File: src/rtl/mem_bus_arbiter_pkg.sv
// Shared types for the memory bus arbiter: command types, FSM states, bus owner.
package mem_bus_arbiter_pkg;

   typedef enum logic [1:0] {
      TYPE_IMEM_READ  = 2'd0,
      TYPE_DMEM_READ  = 2'd1,
      TYPE_DMEM_WRITE = 2'd2
   } mem_type_t;

   typedef enum logic [2:0] {
      IDLE,
      ISSUE,
      WAIT_BUSY,
      WAIT_DONE,
      RESP
   } arb_state_t;

   typedef enum logic {
      OWNER_IMEM = 1'b0,
      OWNER_DMEM = 1'b1
   } owner_t;

   // Command type for a data-port access
   function automatic mem_type_t dm_cmd_type(input logic we);
      return we ? TYPE_DMEM_WRITE : TYPE_DMEM_READ;
   endfunction

endpackage

File: src/rtl/mem_bus_arbiter_if.sv
// Requester and SPI-controller signals of the arbiter, grouped as one bus.
interface mem_bus_arbiter_if;
   import mem_bus_arbiter_pkg::*;

   // instruction-fetch port
   logic        if_req_in;
   logic [15:0] if_addr_in;
   logic        if_ack_out;
   logic [15:0] if_data_out;
   logic        if_err_out;
   // data port
   logic        dm_req_in;
   logic        dm_we_in;
   logic [15:0] dm_addr_in;
   logic [7:0]  dm_wdata_in;
   logic        dm_ack_out;
   logic [7:0]  dm_rdata_out;
   logic        dm_err_out;
   // SPI memory controller side
   logic [15:0] mem_addr_out;
   logic        mem_addr_valid_out;
   mem_type_t   mem_type_out;
   logic [7:0]  mem_wdata_out;
   logic [15:0] mem_flash_data_in;
   logic        mem_flash_valid_in;
   logic [7:0]  mem_psram_data_in;
   logic        mem_psram_valid_in;
   logic        mem_busy_in;

   // arbiter side
   modport slave (
      input  if_req_in, if_addr_in, dm_req_in, dm_we_in, dm_addr_in, dm_wdata_in,
             mem_flash_data_in, mem_flash_valid_in, mem_psram_data_in,
             mem_psram_valid_in, mem_busy_in,
      output if_ack_out, if_data_out, if_err_out, dm_ack_out, dm_rdata_out, dm_err_out,
             mem_addr_out, mem_addr_valid_out, mem_type_out, mem_wdata_out
   );

   // requesters plus controller side
   modport master (
      output if_req_in, if_addr_in, dm_req_in, dm_we_in, dm_addr_in, dm_wdata_in,
             mem_flash_data_in, mem_flash_valid_in, mem_psram_data_in,
             mem_psram_valid_in, mem_busy_in,
      input  if_ack_out, if_data_out, if_err_out, dm_ack_out, dm_rdata_out, dm_err_out,
             mem_addr_out, mem_addr_valid_out, mem_type_out, mem_wdata_out
   );

endinterface

File: src/rtl/mem_bus_arbiter_watchdog.sv
// Transaction watchdog: counts enabled cycles, flags the WDT_CYCLES-th one.
module mem_arb_watchdog #(
   parameter int unsigned WDT_CYCLES = 4096
) (
   input  logic clk_in,
   input  logic reset_in,
   input  logic clear,
   input  logic enable,
   output logic expire
);

   localparam int unsigned CW = (WDT_CYCLES > 1) ? $clog2(WDT_CYCLES + 1) : 1;

   logic [CW-1:0] count;

   // count cycles while enabled, restart whenever cleared
   always_ff @(posedge clk_in or posedge reset_in) begin
      if (reset_in)
         count <= '0;
      else if (clear)
         count <= '0;
      else if (enable)
         count <= count + CW'(1);
   end

   // the current cycle is the WDT_CYCLES-th counted one
   assign expire = enable && !clear && (count == CW'(WDT_CYCLES - 1));

endmodule

File: src/rtl/mem_bus_arbiter.sv
// Alternating-priority arbiter between instruction fetch and data ports
// in front of a single SPI memory controller, with a per-transaction watchdog.
module mem_bus_arbiter
   import mem_bus_arbiter_pkg::*;
#(
   parameter int unsigned WDT_CYCLES = 4096,
   parameter bit          DMEM_FIRST = 1'b1
) (
   input  logic             clk_in,
   input  logic             reset_in,
   mem_bus_arbiter_if.slave bus
);

   arb_state_t  state;
   owner_t      owner;
   logic        prio_dm;
   logic [15:0] flash_res;
   logic [7:0]  psram_res;
   logic        wdt_en;
   logic        wdt_expire;
   logic        grant_dm;

   assign wdt_en   = (state == ISSUE) || (state == WAIT_BUSY) || (state == WAIT_DONE);
   assign grant_dm = bus.dm_req_in && (!bus.if_req_in || prio_dm);

   mem_arb_watchdog #(.WDT_CYCLES(WDT_CYCLES)) u_wdt (
      .clk_in   (clk_in),
      .reset_in (reset_in),
      .clear    (!wdt_en),
      .enable   (wdt_en),
      .expire   (wdt_expire)
   );

   // arbitration FSM with registered bus and completion outputs
   always_ff @(posedge clk_in or posedge reset_in) begin
      if (reset_in) begin
         state                  <= IDLE;
         owner                  <= OWNER_IMEM;
         prio_dm                <= DMEM_FIRST;
         flash_res              <= '0;
         psram_res              <= '0;
         bus.if_ack_out         <= 1'b0;
         bus.if_err_out         <= 1'b0;
         bus.if_data_out        <= '0;
         bus.dm_ack_out         <= 1'b0;
         bus.dm_err_out         <= 1'b0;
         bus.dm_rdata_out       <= '0;
         bus.mem_addr_out       <= '0;
         bus.mem_addr_valid_out <= 1'b0;
         bus.mem_type_out       <= TYPE_IMEM_READ;
         bus.mem_wdata_out      <= '0;
      end else begin
         bus.if_ack_out         <= 1'b0;
         bus.if_err_out         <= 1'b0;
         bus.dm_ack_out         <= 1'b0;
         bus.dm_err_out         <= 1'b0;
         bus.mem_addr_valid_out <= 1'b0;

         if (state != IDLE) begin
            if (bus.mem_flash_valid_in) flash_res <= bus.mem_flash_data_in;
            if (bus.mem_psram_valid_in) psram_res <= bus.mem_psram_data_in;
         end

         if (wdt_expire) begin
            state <= RESP;
            if (owner == OWNER_DMEM) begin
               bus.dm_ack_out <= 1'b1;
               bus.dm_err_out <= 1'b1;
            end else begin
               bus.if_ack_out <= 1'b1;
               bus.if_err_out <= 1'b1;
            end
         end else begin
            unique case (state)
               IDLE: begin
                  if (!bus.mem_busy_in && (bus.if_req_in || bus.dm_req_in)) begin
                     state                  <= ISSUE;
                     bus.mem_addr_valid_out <= 1'b1;
                     if (grant_dm) begin
                        owner             <= OWNER_DMEM;
                        prio_dm           <= 1'b0;
                        bus.mem_addr_out  <= bus.dm_addr_in;
                        bus.mem_type_out  <= dm_cmd_type(bus.dm_we_in);
                        bus.mem_wdata_out <= bus.dm_wdata_in;
                     end else begin
                        owner             <= OWNER_IMEM;
                        prio_dm           <= 1'b1;
                        bus.mem_addr_out  <= bus.if_addr_in;
                        bus.mem_type_out  <= TYPE_IMEM_READ;
                        bus.mem_wdata_out <= '0;
                     end
                  end
               end
               ISSUE:     state <= WAIT_BUSY;
               WAIT_BUSY: if (bus.mem_busy_in) state <= WAIT_DONE;
               WAIT_DONE: begin
                  if (!bus.mem_busy_in) begin
                     state <= RESP;
                     // data arriving with the falling busy bypasses the result register
                     if (owner == OWNER_IMEM) begin
                        bus.if_ack_out  <= 1'b1;
                        bus.if_data_out <= bus.mem_flash_valid_in ? bus.mem_flash_data_in : flash_res;
                     end else begin
                        bus.dm_ack_out <= 1'b1;
                        if (bus.mem_type_out == TYPE_DMEM_READ)
                           bus.dm_rdata_out <= bus.mem_psram_valid_in ? bus.mem_psram_data_in : psram_res;
                     end
                  end
               end
               RESP:      state <= IDLE;
               default:   state <= IDLE;
            endcase
         end
      end
   end

endmodule

File: src/flat_wrapper.sv
// flat-port wrapper written by rule: the top's interface ports become plain ports
module mem_bus_arbiter_flat import mem_bus_arbiter_pkg::*;
#(
   parameter int unsigned WDT_CYCLES = 4096,
   parameter bit          DMEM_FIRST = 1'b1
)
  (clk_in, reset_in, bus_if_req_in, bus_if_addr_in, bus_dm_req_in, bus_dm_we_in, bus_dm_addr_in, bus_dm_wdata_in, bus_mem_flash_data_in, bus_mem_flash_valid_in, bus_mem_psram_data_in, bus_mem_psram_valid_in, bus_mem_busy_in, bus_if_ack_out, bus_if_data_out, bus_if_err_out, bus_dm_ack_out, bus_dm_rdata_out, bus_dm_err_out, bus_mem_addr_out, bus_mem_addr_valid_out, bus_mem_type_out, bus_mem_wdata_out);
  mem_bus_arbiter_if bus_i ();
  input  logic clk_in;
  input  logic reset_in;
  input wire logic [$bits(bus_i.if_req_in)-1:0] bus_if_req_in;
  input wire logic [$bits(bus_i.if_addr_in)-1:0] bus_if_addr_in;
  input wire logic [$bits(bus_i.dm_req_in)-1:0] bus_dm_req_in;
  input wire logic [$bits(bus_i.dm_we_in)-1:0] bus_dm_we_in;
  input wire logic [$bits(bus_i.dm_addr_in)-1:0] bus_dm_addr_in;
  input wire logic [$bits(bus_i.dm_wdata_in)-1:0] bus_dm_wdata_in;
  input wire logic [$bits(bus_i.mem_flash_data_in)-1:0] bus_mem_flash_data_in;
  input wire logic [$bits(bus_i.mem_flash_valid_in)-1:0] bus_mem_flash_valid_in;
  input wire logic [$bits(bus_i.mem_psram_data_in)-1:0] bus_mem_psram_data_in;
  input wire logic [$bits(bus_i.mem_psram_valid_in)-1:0] bus_mem_psram_valid_in;
  input wire logic [$bits(bus_i.mem_busy_in)-1:0] bus_mem_busy_in;
  output wire logic [$bits(bus_i.if_ack_out)-1:0] bus_if_ack_out;
  output wire logic [$bits(bus_i.if_data_out)-1:0] bus_if_data_out;
  output wire logic [$bits(bus_i.if_err_out)-1:0] bus_if_err_out;
  output wire logic [$bits(bus_i.dm_ack_out)-1:0] bus_dm_ack_out;
  output wire logic [$bits(bus_i.dm_rdata_out)-1:0] bus_dm_rdata_out;
  output wire logic [$bits(bus_i.dm_err_out)-1:0] bus_dm_err_out;
  output wire logic [$bits(bus_i.mem_addr_out)-1:0] bus_mem_addr_out;
  output wire logic [$bits(bus_i.mem_addr_valid_out)-1:0] bus_mem_addr_valid_out;
  output wire logic [$bits(bus_i.mem_type_out)-1:0] bus_mem_type_out;
  output wire logic [$bits(bus_i.mem_wdata_out)-1:0] bus_mem_wdata_out;
  assign bus_i.if_req_in = bus_if_req_in;
  assign bus_i.if_addr_in = bus_if_addr_in;
  assign bus_i.dm_req_in = bus_dm_req_in;
  assign bus_i.dm_we_in = bus_dm_we_in;
  assign bus_i.dm_addr_in = bus_dm_addr_in;
  assign bus_i.dm_wdata_in = bus_dm_wdata_in;
  assign bus_i.mem_flash_data_in = bus_mem_flash_data_in;
  assign bus_i.mem_flash_valid_in = bus_mem_flash_valid_in;
  assign bus_i.mem_psram_data_in = bus_mem_psram_data_in;
  assign bus_i.mem_psram_valid_in = bus_mem_psram_valid_in;
  assign bus_i.mem_busy_in = bus_mem_busy_in;
  assign bus_if_ack_out = bus_i.if_ack_out;
  assign bus_if_data_out = bus_i.if_data_out;
  assign bus_if_err_out = bus_i.if_err_out;
  assign bus_dm_ack_out = bus_i.dm_ack_out;
  assign bus_dm_rdata_out = bus_i.dm_rdata_out;
  assign bus_dm_err_out = bus_i.dm_err_out;
  assign bus_mem_addr_out = bus_i.mem_addr_out;
  assign bus_mem_addr_valid_out = bus_i.mem_addr_valid_out;
  assign bus_mem_type_out = bus_i.mem_type_out;
  assign bus_mem_wdata_out = bus_i.mem_wdata_out;
  mem_bus_arbiter #(.WDT_CYCLES(WDT_CYCLES), .DMEM_FIRST(DMEM_FIRST)) u_core (.clk_in(clk_in), .reset_in(reset_in), .bus(bus_i));
endmodule
File: config.mk
export PLATFORM = sky130hd
export DESIGN_NAME = mem_bus_arbiter_flat
export DESIGN_NICKNAME = d
export VERILOG_FILES = /design/src/rtl/mem_bus_arbiter_pkg.sv /design/src/rtl/mem_bus_arbiter_if.sv /design/src/rtl/mem_bus_arbiter_watchdog.sv /design/src/rtl/mem_bus_arbiter.sv /design/src/flat_wrapper.sv
export SDC_FILE = /design/constraint.sdc
export NUM_CORES = 1
export LEC_CHECK = 0
export ABC_CLOCK_PERIOD_IN_PS = 9500
export CORE_ASPECT_RATIO = 1.75
export CORE_MARGIN = 2
export CORE_UTILIZATION = 40
export CTS_CLUSTER_DIAMETER = 200
export DETAILED_ROUTE_END_ITERATION = 12
export PLACE_DENSITY = 0.8
export SLEW_MARGIN = 20
export SYNTH_ARGS = -nofsm -noshare
export SYNTH_HDL_FRONTEND = slang
export SYNTH_SLANG_ARGS = --single-unit
File: constraint.sdc
create_clock -name clk_in -period 9.5 [get_ports clk_in]
set_clock_uncertainty 0.2 [all_clocks]
set_input_delay 0.95 -clock clk_in [delete_from_list [all_inputs] [get_ports clk_in]]
set_output_delay 0.95 -clock clk_in [all_outputs]
set_load 0.01 [all_outputs]
# Word level (Yosys, flattened, before mapping)

Index checks and enable logic that the tools add are counted.

Add/subtract/negate cells: 1
Eq/ne operators: 8
Muxes and demuxes: 27
Bitwise logic cells: 3
Reductions and logical operators: 15

Operators by type and width:

| operator                                                           | count |
|---|---|
| 16-bit 2-to-1 mux                                                  | 2 |
| 8-bit 2-to-1 mux                                                   | 2 |
| 1-bit 2-to-1 mux                                                   | 15 |
| 13-bit by 1-bit adder with 13-bit output (second input constant)   | 1 |
| 13-bit by 12-bit == test with 1-bit output (second input constant) | 1 |
| 13-bit 2-to-1 mux                                                  | 1 |
| 3-bit 2-to-1 mux                                                   | 4 |
| 3-bit one-hot mux with 4 select lines                              | 1 |
| 3-bit by 2-bit == test with 1-bit output (second input constant)   | 2 |
| 3-bit != test (second input constant)                              | 2 |
| 3-bit AND reduction                                                | 2 |
| 5-bit AND reduction                                                | 1 |
| 1-bit logical OR                                                   | 4 |
| 2-bit 2-to-1 mux                                                   | 2 |
| 4-bit AND reduction                                                | 1 |
| 3-bit by 1-bit == test with 1-bit output (second input constant)   | 1 |
| 1-bit logical AND                                                  | 3 |
| 3-bit logical NOT                                                  | 1 |
| 3-bit by 2-bit != test with 1-bit output (second input constant)   | 1 |
| 1-bit NOT                                                          | 3 |
| 3-bit nonzero test                                                 | 1 |
| 2-bit by 1-bit == test with 1-bit output (second input constant)   | 1 |
| 1-bit logical NOT                                                  | 2 |

Bits in registers: 97
Input bits: 72
Output and inout port bits: 55
Logic and storage cells: 70

# Longest topological paths before layout

Gate-level depths: netlist of run 1.

Depth in word-level cells: 6
Mapped depth: 7
Mapped depth without buffers: 5

# Cells and area by module

From an unflattened synthesis of run 1, not the netlist that was laid out.

Cells, all modules: 371
Area, all modules: 4535.6 sq um

Modules (own cells, without submodules):

| module           | times used | cells an instance | area an instance (sq um) | seq. area each (sq um) |
|---|---|---|---|---|
| mem_bus_arbiter  | 1          | 304               | 3866.2                   | 2103.3 |
| mem_arb_watchdog | 1          | 67                | 669.4                    | 325.3 |

# Least setup slack after synthesis of run 1

Ideal clock, no wire load.

Path kind: input -> register
From: input bus_mem_flash_valid_in
To: register u_core.bus.if_data_out[0]
Library setup time: 0.125 ns
Arrival time: 2.181 ns
Required time: 9.175 ns
Slack: 6.994 ns
Stages on the path: 4
Path buffers: 2
Path through: clkbuf_1 clkbuf_1 mux2_2 mux2_4

Cells in the longest elaborated chain, start to end: 1

RTL lines:

| element              | line                     | source |
|---|---|---|
| start, declared      | flat_wrapper.sv:18       | `input wire logic [$bits(bus_i.mem_flash_valid_in)-1:0] bus_mem_flash_valid_in;` |
| 16-bit 2-to-1 mux    | mem_bus_arbiter.sv:102   | `bus.if_data_out <= bus.mem_flash_valid_in ? bus.mem_flash_data_in : flash_res;` |
| end signal, assigned | mem_bus_arbiter.sv:102   |  |
| end, declared        | mem_bus_arbiter_if.sv:35 | `output if_ack_out, if_data_out, if_err_out, dm_ack_out, dm_rdata_out, dm_err_out,` |

No other way between the ends.
A chain may end at the register's enable or synchronous reset.

# Worst setup path after layout of run 1

From: input bus_mem_flash_valid_in
To: register u_core.flash_res[13]

Cells in the longest elaborated chain, start to end: 1

RTL lines:

| element              | line                  | source |
|---|---|---|
| 16-bit 2-to-1 mux    | -                     |  |
| end signal, assigned | mem_bus_arbiter.sv:60 | `if (bus.mem_flash_valid_in) flash_res <= bus.mem_flash_data_in;` |
| end, declared        | mem_bus_arbiter.sv:17 | `logic [15:0] flash_res;` |

No other way between the ends.

==> reports/results.txt, run 1 <==
Leak: 0.00256 uW
cts bufs inserted: 9
count of final hold-check violations: 0
post-cts repair resize count: 0
buffer and inverter count on the worst path: 1
library cells used by synthesis: 37
Clock Latency Late Sink: 0.34 ns
Top delay family on crit path: buffers and inverters
initial antenna violation count: 0
H-tree depth: 3
DP Cell Count: 597
crit-path cells: clkdlybuf4s50_1 -> nand2_1 -> mux2_2
CTS hold repair buffers: 0
mapped cell area: 4240 um2
fmax: 332 MHz
final std cells w/o fill: 613
CTS max path bufs: 2
Crit. End Element: flip-flop
pin count of the biggest net entering global routing: 54
DR DRC count: 0
Final TNS setup: 0 ns
CTS tree: yes
Post-Synthesis Cells: 358
Tmin final: 3.02 ns
placed cell areas: 5600 um2
Routed Antenna Nets: 0
required time worst endpoint: 9.52 ns
Avg Cell Area, Syn: 11.8 um2
GRT Overall Usage: 16.9%
DIE WIDTH: 81.8 um
nets@finish: 554
Crit-path slowest cell: clkdlybuf4s50_1
ys flop type: dfrtp_1
CTS Root Cell: clkbuf_16
min-delay worst type: flip-flop to flip-flop
Period Utilization, post-route: 31.7%
Initial Util: 41.1%
Setup Viol. Count Final: 0
max_slew headroom: 41.8%
# IOs: 127
Core ar.: 10300 um2
R2R setup slack: 6.90 ns
slowest stage delay, CP: 0.99 ns
die height: 140 um
Crit Path Class: input pin to flip-flop
WP data arrival: 3.04 ns
area delta synth->final: 40.1%
1st-iter DRT viols: 94
FP Rows: 49
max cap viols: 0
DR vias/cell: 4.96
die area: 11500 um2
pwr dens: 285 nW/um2
vias in the first global route: 3229
clock sinks: 97
Tot Pwr: 1690 uW
Post-synth ARST share: 100%
grt total ovfl: 0
status: finished clean
register area share after synthesis: 57.3%
final WL: 9300 um
vias: 3038
Port Buffers: 126
Post-CTS Setup Inserts: 0
dpl hpwl: 6670 um
drt first pass iters: 4
post-synth net total: 431
number of enable flip-flop cells after synthesis: 0
Worst-Margin Slew: 0.873 ns
CP Max Fanout: 17
CP startpoint kind: input pin
Clk pin slew, worst setup/hold paths: 0.07 ns
Placer Congestion: 0.758
Yosys warning total: 0
Max IR drop VDD: 0.000153 V
final antenna diode count: 0
WL per Instance: 15.2 um
share of cells above drive strength 1: 20.4%
RSZ-0062 raised after global routing: false
final instance area: 5940 um2
Slew Limit Fails: 0
global-route wire length before repair: 15100 um
number of synthesized register bits: 97
==> registers in the layout, summed over array words and instances, names as in the netlist, 2 cells and up <==
register                  count
u_core.bus.if_data_out       16
u_core.bus.mem_addr_out      16
u_core.flash_res             16
u_core.u_wdt.count           13
u_core.bus.dm_rdata_out       8
u_core.bus.mem_wdata_out      8
u_core.psram_res              8
u_core.state                  3
u_core.bus.mem_type_out       2
==> metrics by stage <==
stage          hold WS [ns]  setup WS [ns]  utilization [%]
2_1_floorplan         0.253           5.82                -
3_3_place_gp          0.252           6.18             54.3
3_5_place_dp          0.254           6.10             54.3
4_1_cts               0.270           6.44             57.6
5_1_grt               0.302           6.33             57.7
6_report              0.268           6.48             57.7
==> Yosys cell counts, types with 2 or more instances <==
master / instances / area (um2)
mux2_2: 62 / 698
nor2_1: 33 / 124
buf_2: 3 / 15.0
nand2_1: 59 / 221
a21oi_1: 4 / 20.0
or3_1: 3 / 18.8
buf_4: 2 / 15.0
xnor2_1: 7 / 61.3
o21ai_0: 3 / 15.0
inv_1: 9 / 33.8
xor2_1: 2 / 17.5
dfrtp_1: 96 / 2400
nand3_1: 14 / 70.1
nor3_1: 4 / 20.0
mux2_4: 10 / 150
a31oi_1: 16 / 100
clkbuf_1: 10 / 37.5
nor4_1: 2 / 12.5
==> cell usage in the layout (no fill, tap or decap), types with 2 or more instances in the layout <==
cell,n
a31oi_1,16
inv_6,2
dfrtp_1,96
clkdlybuf4s50_1,126
nand2_1,59
or3_1,3
nand3_1,14
nor2_1,33
inv_1,8
a21oi_1,4
buf_4,2
clkbuf_8,2
mux2_4,10
mux2_2,62
nor4_1,2
bufinv_16,2
clkbuf_16,9
xor2_1,2
o21ai_0,3
nor3_1,4
xnor2_1,7
==> worst min-delay path, cell delays in order (launching register included) <==
cell     delay (ns)
dfrtp_1        0.34
nand2_1        0.05
nand2_1        0.05
==> final cells by class <==
class	instances	area (um2)
clock buffers	11	253
repair buffers	128	1280
multi-input cells	235	1700
clock inverters	5	85.1
fillers	856	4360
inverters	10	40.0
flip-flops and latches	97	2430
well taps	127	159
==> worst paths after layout <==
check / from / to / depth (start not counted)
setup / recovery: bus_mem_flash_valid_in / u_core.flash_res[13] / 3
hold / removal: u_core.bus.mem_wdata_out[1] / u_core.bus.mem_wdata_out[1] / 2
setup reg to reg: u_core.state[2] / u_core.bus.mem_addr_out[3] / 5
hold reg to reg: u_core.bus.mem_wdata_out[1] / u_core.bus.mem_wdata_out[1] / 2
max in group asynchronous: reset_in / u_core.u_wdt.count[1] / 3
min in group asynchronous: reset_in / u_core.bus.dm_rdata_out[6] / 2
==> report_power, final <==
group | total [uW] | switching [uW] | leakage, uW | internal (uW)
logic | 616 | 250 | 0.00120 | 366
clock network | 404 | 157 | 0.000163 | 247
registers | 674 | 97.2 | 0.00120 | 577
total | 1690 | 504 | 0.00256 | 1190
==> cell families after synthesis <==
kind of cell	Yosys count	synth area share (%)
fa+ha+maj	1	0.295
xor+xnor	9	1.86
buf+inv	26	2.75
mux	72	20.0
simple gates	122	13.0
flops	97	57.3
compound gates	31	4.81
==> metal layers <==
| layer | GRT usage [%] | wire length [um] | vias up |
|---|---|---|---|
| met3 | 3.67 | 491 | 6 |
| met4 | 5.96 | 117 | 0 |
| li1 | - | - | 1470 |
| met2 | 31.1 | 5110 | 88 |
| met5 | 0 | 0 | - |
| met1 | 18.5 | 3580 | 1474 |
(Power assumes the default switching activity.)
==> inputs of run 2 (changes only) <==
--- a/config.mk
+++ b/config.mk
@@ -5,13 +5,13 @@
 export SDC_FILE = /design/constraint.sdc
 export NUM_CORES = 1
 export LEC_CHECK = 0
-export ABC_CLOCK_PERIOD_IN_PS = 9500
+export ABC_CLOCK_PERIOD_IN_PS = 2700
 export CORE_ASPECT_RATIO = 1.75
 export CORE_MARGIN = 2
 export CORE_UTILIZATION = 40
 export CTS_CLUSTER_DIAMETER = 200
 export DETAILED_ROUTE_END_ITERATION = 12
-export PLACE_DENSITY = 0.8
+export PLACE_DENSITY = 0.82
 export SLEW_MARGIN = 20
 export SYNTH_ARGS = -nofsm -noshare
 export SYNTH_HDL_FRONTEND = slang
==> constraint.sdc (replaced) <==
create_clock -name clk_in -period 2.7 [get_ports clk_in]
set_clock_uncertainty 0.2 [all_clocks]
set_input_delay 0.27 -clock clk_in [delete_from_list [all_inputs] [get_ports clk_in]]
set_output_delay 0.27 -clock clk_in [all_outputs]
set_load 0.01 [all_outputs]
==> run 2 against run 1 <==
Via count up 2.0%. Routed wire length up 1.5%. Final cell count up 1.3%. Critical endpoint is now u_core.bus.mem_addr_out[6]. Clock power rose to 3.1 times the previous value. Total power rose to 3.5 times the previous value. Clock-buffer cell count unchanged. First-iteration DRC count up 68%. Critical path depth up 3. Combinational power rose to 3.6 times the previous value. Sequential power rose to 3.5 times the previous value. Setup slack worse by 6.0 ns.
==> reports/results.txt, run 2 (synthesis gave the netlist of run 1 again) <==
# IOs: 127
nets@finish: 563
Routed Antenna Nets: 0
GRT Overall Usage: 17.4%
share of cells above drive strength 1: 21.3%
Final TNS setup: 0 ns
Largest regs: u_core.bus.if_data_out (16), u_core.bus.mem_addr_out (16), u_core.flash_res (16)
Crit. End Element: flip-flop
final antenna diode count: 0
dpl hpwl: 7040 um
status: finished clean
Clock Latency Late Sink: 0.34 ns
CTS Root Cell: clkbuf_16
Max IR drop VDD: 0.000522 V
vias: 3098
H-tree depth: 3
Core ar.: 10300 um2
Port Buffers: 126
Crit Path Class: flip-flop to flip-flop
1st-iter DRT viols: 158
max cap viols: 0
pin count of the biggest net entering global routing: 39
Period Utilization, post-route: 82.4%
clock sinks: 97
crit-path cells: or3_1 -> or3_1 -> inv_2 -> buf_12 -> nor2_1 -> a31oi_1
Top delay family on crit path: simple AND/OR/NAND/NOR gates
Initial Util: 41.1%
slowest stage delay, CP: 0.44 ns
CP startpoint kind: flip-flop
grt total ovfl: 0
CP Max Fanout: 25
max_slew headroom: 43.4%
Crit-path slowest cell: or3_1
fmax: 449 MHz
Slew Limit Fails: 0
buffer and inverter count on the worst path: 2
most frequent cell on the critical path: or3_1
Clk pin slew, worst setup/hold paths: 0.06 ns
vias in the first global route: 3314
die area: 11500 um2
CTS hold repair buffers: 0
DR DRC count: 0
WL per Instance: 15.2 um
drt first pass iters: 4
Leak: 0.00258 uW
required time worst endpoint: 2.75 ns
most common cell after layout, fill and taps aside: clkdlybuf4s50_1
cts bufs inserted: 9
CTS max path bufs: 2
post-cts repair resize count: 0
Tmin final: 2.23 ns
area delta synth->final: 41.6%
placed cell areas: 5700 um2
Placer Congestion: 0.756
initial antenna violation count: 0
final WL: 9440 um
Worst-Margin Slew: 0.850 ns
pwr dens: 979 nW/um2
CTS tree: yes
Post-CTS Setup Inserts: 0
final instance area: 6000 um2
most frequent cells in the layout: clkdlybuf4s50_1 (126), dfrtp_1 (96), mux2_2 (62)
RSZ-0062 raised after global routing: false
min-delay worst type: input pin to async pin
DIE WIDTH: 81.8 um
count of final hold-check violations: 0
FP Rows: 49
Setup Viol. Count Final: 0
WP data arrival: 2.28 ns
DR vias/cell: 4.99
die height: 140 um
global-route wire length before repair: 15500 um
run 2: cell count changes in the layout (fill, tap and decap cells not counted):
cell,previous run,this run
clkbuf_1,0,1
clkinvlp_4,1,3
clkbuf_8,2,1
inv_6,2,0
bufinv_16,2,1
o21bai_2,1,0
clkinv_4,0,1
o21bai_1,0,1
inv_4,1,0
buf_4,2,8
buf_12,0,3
run 2: cell type report:
type,instances,area (um2)
Clock buffer,11,243
Tap cell,127,159
Timing Repair Buffer,137,1380
Fill cell,859,4300
Multi-Input combinational cell,235,1690
Clock inverter,4,53.8
Inverter,10,41.3
Sequential cell,97,2430
run 2: path summary, 6_finish.rpt:
kind	startpoint	to	slack [ns]	cells after the start
max	u_core.state[2]	u_core.bus.mem_addr_out[6]	0.47	6
min	reset_in	u_core.bus.mem_addr_out[13]	0.12	2
max reg2reg	u_core.state[2]	u_core.bus.mem_addr_out[6]	0.47	6
min reg2reg	u_core.bus.mem_wdata_out[7]	u_core.bus.mem_wdata_out[7]	0.28	2
max in group asynchronous	reset_in	u_core.prio_dm	1.50	3
min in group clk_in	u_core.bus.mem_wdata_out[7]	u_core.bus.mem_wdata_out[7]	0.28	2
run 2: layer usage:
layer | up-vias | GRT usage [%] | wire (um) | share of wire (%)
met5 | - | 0 | 0 | 0
met4 | 0 | 7.89 | 193 | 2.0
met3 | 11 | 3.67 | 570 | 6.0
met2 | 104 | 31.6 | 5130 | 54
met1 | 1501 | 18.6 | 3540 | 38
li1 | 1482 | - | - | -
run 2: metrics by stage:
stage	std cells	total power, uW	worst slack (ns)	utilization [%]	hold WS, ns
after detailed placement	606	4650	0.239	55.4	0.260
after floorplan	358	3500	0.522	-	0.171
after global routing	621	6220	0.334	58.2	0.181
final	621	5880	0.475	58.2	0.119
after global placement	606	4550	0.303	55.4	0.253
after CTS	621	5950	0.455	58.2	0.131
run 2: report_power, final:
part           total (uW)  internal (uW)  switching [uW]
clock                1250            739             515
combinational        2240           1330             904
sequential           2390           2030             355
total                5880           4100            1770
==> inputs of run 3 (changes only) <==
--- a/config.mk
+++ b/config.mk
@@ -5,7 +5,7 @@
 export SDC_FILE = /design/constraint.sdc
 export NUM_CORES = 1
 export LEC_CHECK = 0
-export ABC_CLOCK_PERIOD_IN_PS = 2700
+export ABC_CLOCK_PERIOD_IN_PS = 2000
 export CORE_ASPECT_RATIO = 1.75
 export CORE_MARGIN = 2
 export CORE_UTILIZATION = 40
==> constraint.sdc (replaced) <==
create_clock -name clk_in -period 2 [get_ports clk_in]
set_clock_uncertainty 0.2 [all_clocks]
set_input_delay 0.2 -clock clk_in [delete_from_list [all_inputs] [get_ports clk_in]]
set_output_delay 0.2 -clock clk_in [all_outputs]
set_load 0.01 [all_outputs]
==> run 3 against run 2 <==
Total power is 42% higher. First-iteration DRC count shrank 24%. Final cell count rose by 2.1%. Die area did not move. Sequential power up 34%. Largest cell class unchanged.
==> reports/results.txt, run 3 (synthesis gave the netlist of run 1 again) <==
Clock Latency Late Sink: 0.34 ns
Top delay family on crit path: simple AND/OR/NAND/NOR gates
WP data arrival: 2.02 ns
Setup Viol. Count Final: 0
final antenna diode count: 0
Crit-path slowest cell: dfrtp_1
area delta synth->final: 48.3%
placed cell areas: 5830 um2
global-route wire length before repair: 15100 um
Leak: 0.00270 uW
Slew Limit Fails: 0
status: finished clean
fmax: 500 MHz
final design utilization: 61.0%
# IOs: 127
CTS Root Cell: clkbuf_16
CP Max Fanout: 8
FP Rows: 49
cts bufs inserted: 9
DP Cell Count: 614
H-tree depth: 3
grt total ovfl: 0
Max IR drop VDD: 0.000603 V
Port Buffers: 126
pin count of the biggest net entering global routing: 98
Worst-Margin Slew: 0.857 ns
most frequent cells in the layout: clkdlybuf4s50_1 (126), dfrtp_1 (95), nand2_1 (58)
RSZ-0062 raised after global routing: true
Core ar.: 10300 um2
drt first pass iters: 4
WL per Instance: 15.0 um
DIE WIDTH: 81.8 um
buffer and inverter count on the worst path: 2
final std cells w/o fill: 634
max cap viols: 0
Placer Congestion: 0.767
most common cell after layout, fill and taps aside: clkdlybuf4s50_1
CP startpoint kind: flip-flop
Largest regs: u_core.bus.if_data_out (16), u_core.bus.mem_addr_out (16), u_core.flash_res (16)
vias in the first global route: 3313
RR Endpoint: u_core.bus.dm_rdata_out[2]
max_slew headroom: 42.9%
Crit Path Class: flip-flop to flip-flop
clock sinks: 97
Crit. End Element: flip-flop
pwr dens: 1330 nW/um2
die area: 11500 um2
final instance area: 6280 um2
crit-path cells: nor4bb_4 -> buf_4 -> nand4b_1 -> a21oi_2 -> buf_12 -> mux2_4
required time worst endpoint: 2.02 ns
GRT Overall Usage: 16.9%
final WL: 9530 um
share of cells above drive strength 1: 24.5%
Tmin final: 2.00 ns
min-delay worst type: input pin to async pin
Period Utilization, post-route: 99.9%
vias: 3149
Clk pin slew, worst setup/hold paths: 0.07 ns
slowest stage delay, CP: 0.42 ns
Reg2Reg Depth: 6
DR DRC count: 0
CTS tree: yes
Routed Antenna Nets: 0
Hold WS: 0.120 ns
Initial Util: 41.1%
nets@finish: 575
R2R Path Start: u_core.state[1]
CTS max path bufs: 2
initial antenna violation count: 0
R2R setup slack: 0.002 ns
dpl hpwl: 6640 um
DR vias/cell: 4.97
count of final hold-check violations: 0
1st-iter DRT viols: 120
die height: 140 um
-- run 3: changes by cell type in the layout (fill, tap and decap cells not counted), moves of 2 or more --
cell	previous run	this run
mux2_2	62	54
buf_4	8	14
mux2_4	10	18
buf_12	3	7
clkbuf_16	9	11
-- run 3: repair_timing --
action	4_1_cts	5_1_grt
gates cloned	0	2
setup endpoints to repair	13	59
pin swaps	1	1
hold buffers	0	0
resized for setup	0	16
setup buffers	1	1
-- run 3: how the worst max path moves through the flow --
stage                     cells after the start                          to  slack (ns)                  start
after floorplan                               6   u_core.bus.if_data_out[0]       -0.10  u_core.u_wdt.count[0]
after global placement                        7  u_core.bus.dm_rdata_out[6]       -0.18        bus_mem_busy_in
after detailed placement                      7  u_core.bus.dm_rdata_out[5]       -0.24        bus_mem_busy_in
after CTS                                     4         u_core.psram_res[5]       0.002        u_core.state[2]
after global routing                          6  u_core.bus.dm_rdata_out[2]       -0.08        u_core.state[1]
final                                         6  u_core.bus.dm_rdata_out[2]       0.002        u_core.state[1]
-- run 3: cell type report --
| type | instances | area [um2] |
|---|---|---|
| Clock inverter | 5 | 87.6 |
| Clock buffer | 11 | 243 |
| Timing Repair Buffer | 149 | 1560 |
| Fill cell | 816 | 4020 |
| Tap cell | 127 | 159 |
| Sequential cell | 97 | 2430 |
| Multi-Input combinational cell | 235 | 1760 |
| Inverter | 10 | 46.3 |
-- run 3: worst min-delay path, cell delays in order --
cell and delay, ns:
clkdlybuf4s50_1 0.44, clkinvlp_4 0.09, buf_12 0.37
-- run 3: stage by stage --
step | TNS [ns] | worst slack (ns) | power [uW]
6_report | 0 | 0.00157 | 8360
5_1_grt | -1.61 | -0.0788 | 8860
4_1_cts | 0 | 0.00173 | 8300
3_5_place_dp | -5.55 | -0.240 | 6410
3_3_place_gp | -3.70 | -0.178 | 6270
2_1_floorplan | -1.03 | -0.103 | 4750
-- run 3: report_power, final --
part / leakage (uW) / internal, uW / switching, uW
logic: 0.00134 / 2020 / 1270
clock network: 0.000158 / 1140 / 719
registers: 0.00120 / 2740 / 468
total: 0.00270 / 5900 / 2460
-- run 3: metal layers --
layer	up-vias	global-route usage (%)	wire, um
met5	-	0	0
met4	0	7.46	188
met3	14	4.38	565
met2	96	29.6	5040
met1	1522	18.8	3740
li1	1517	-	-
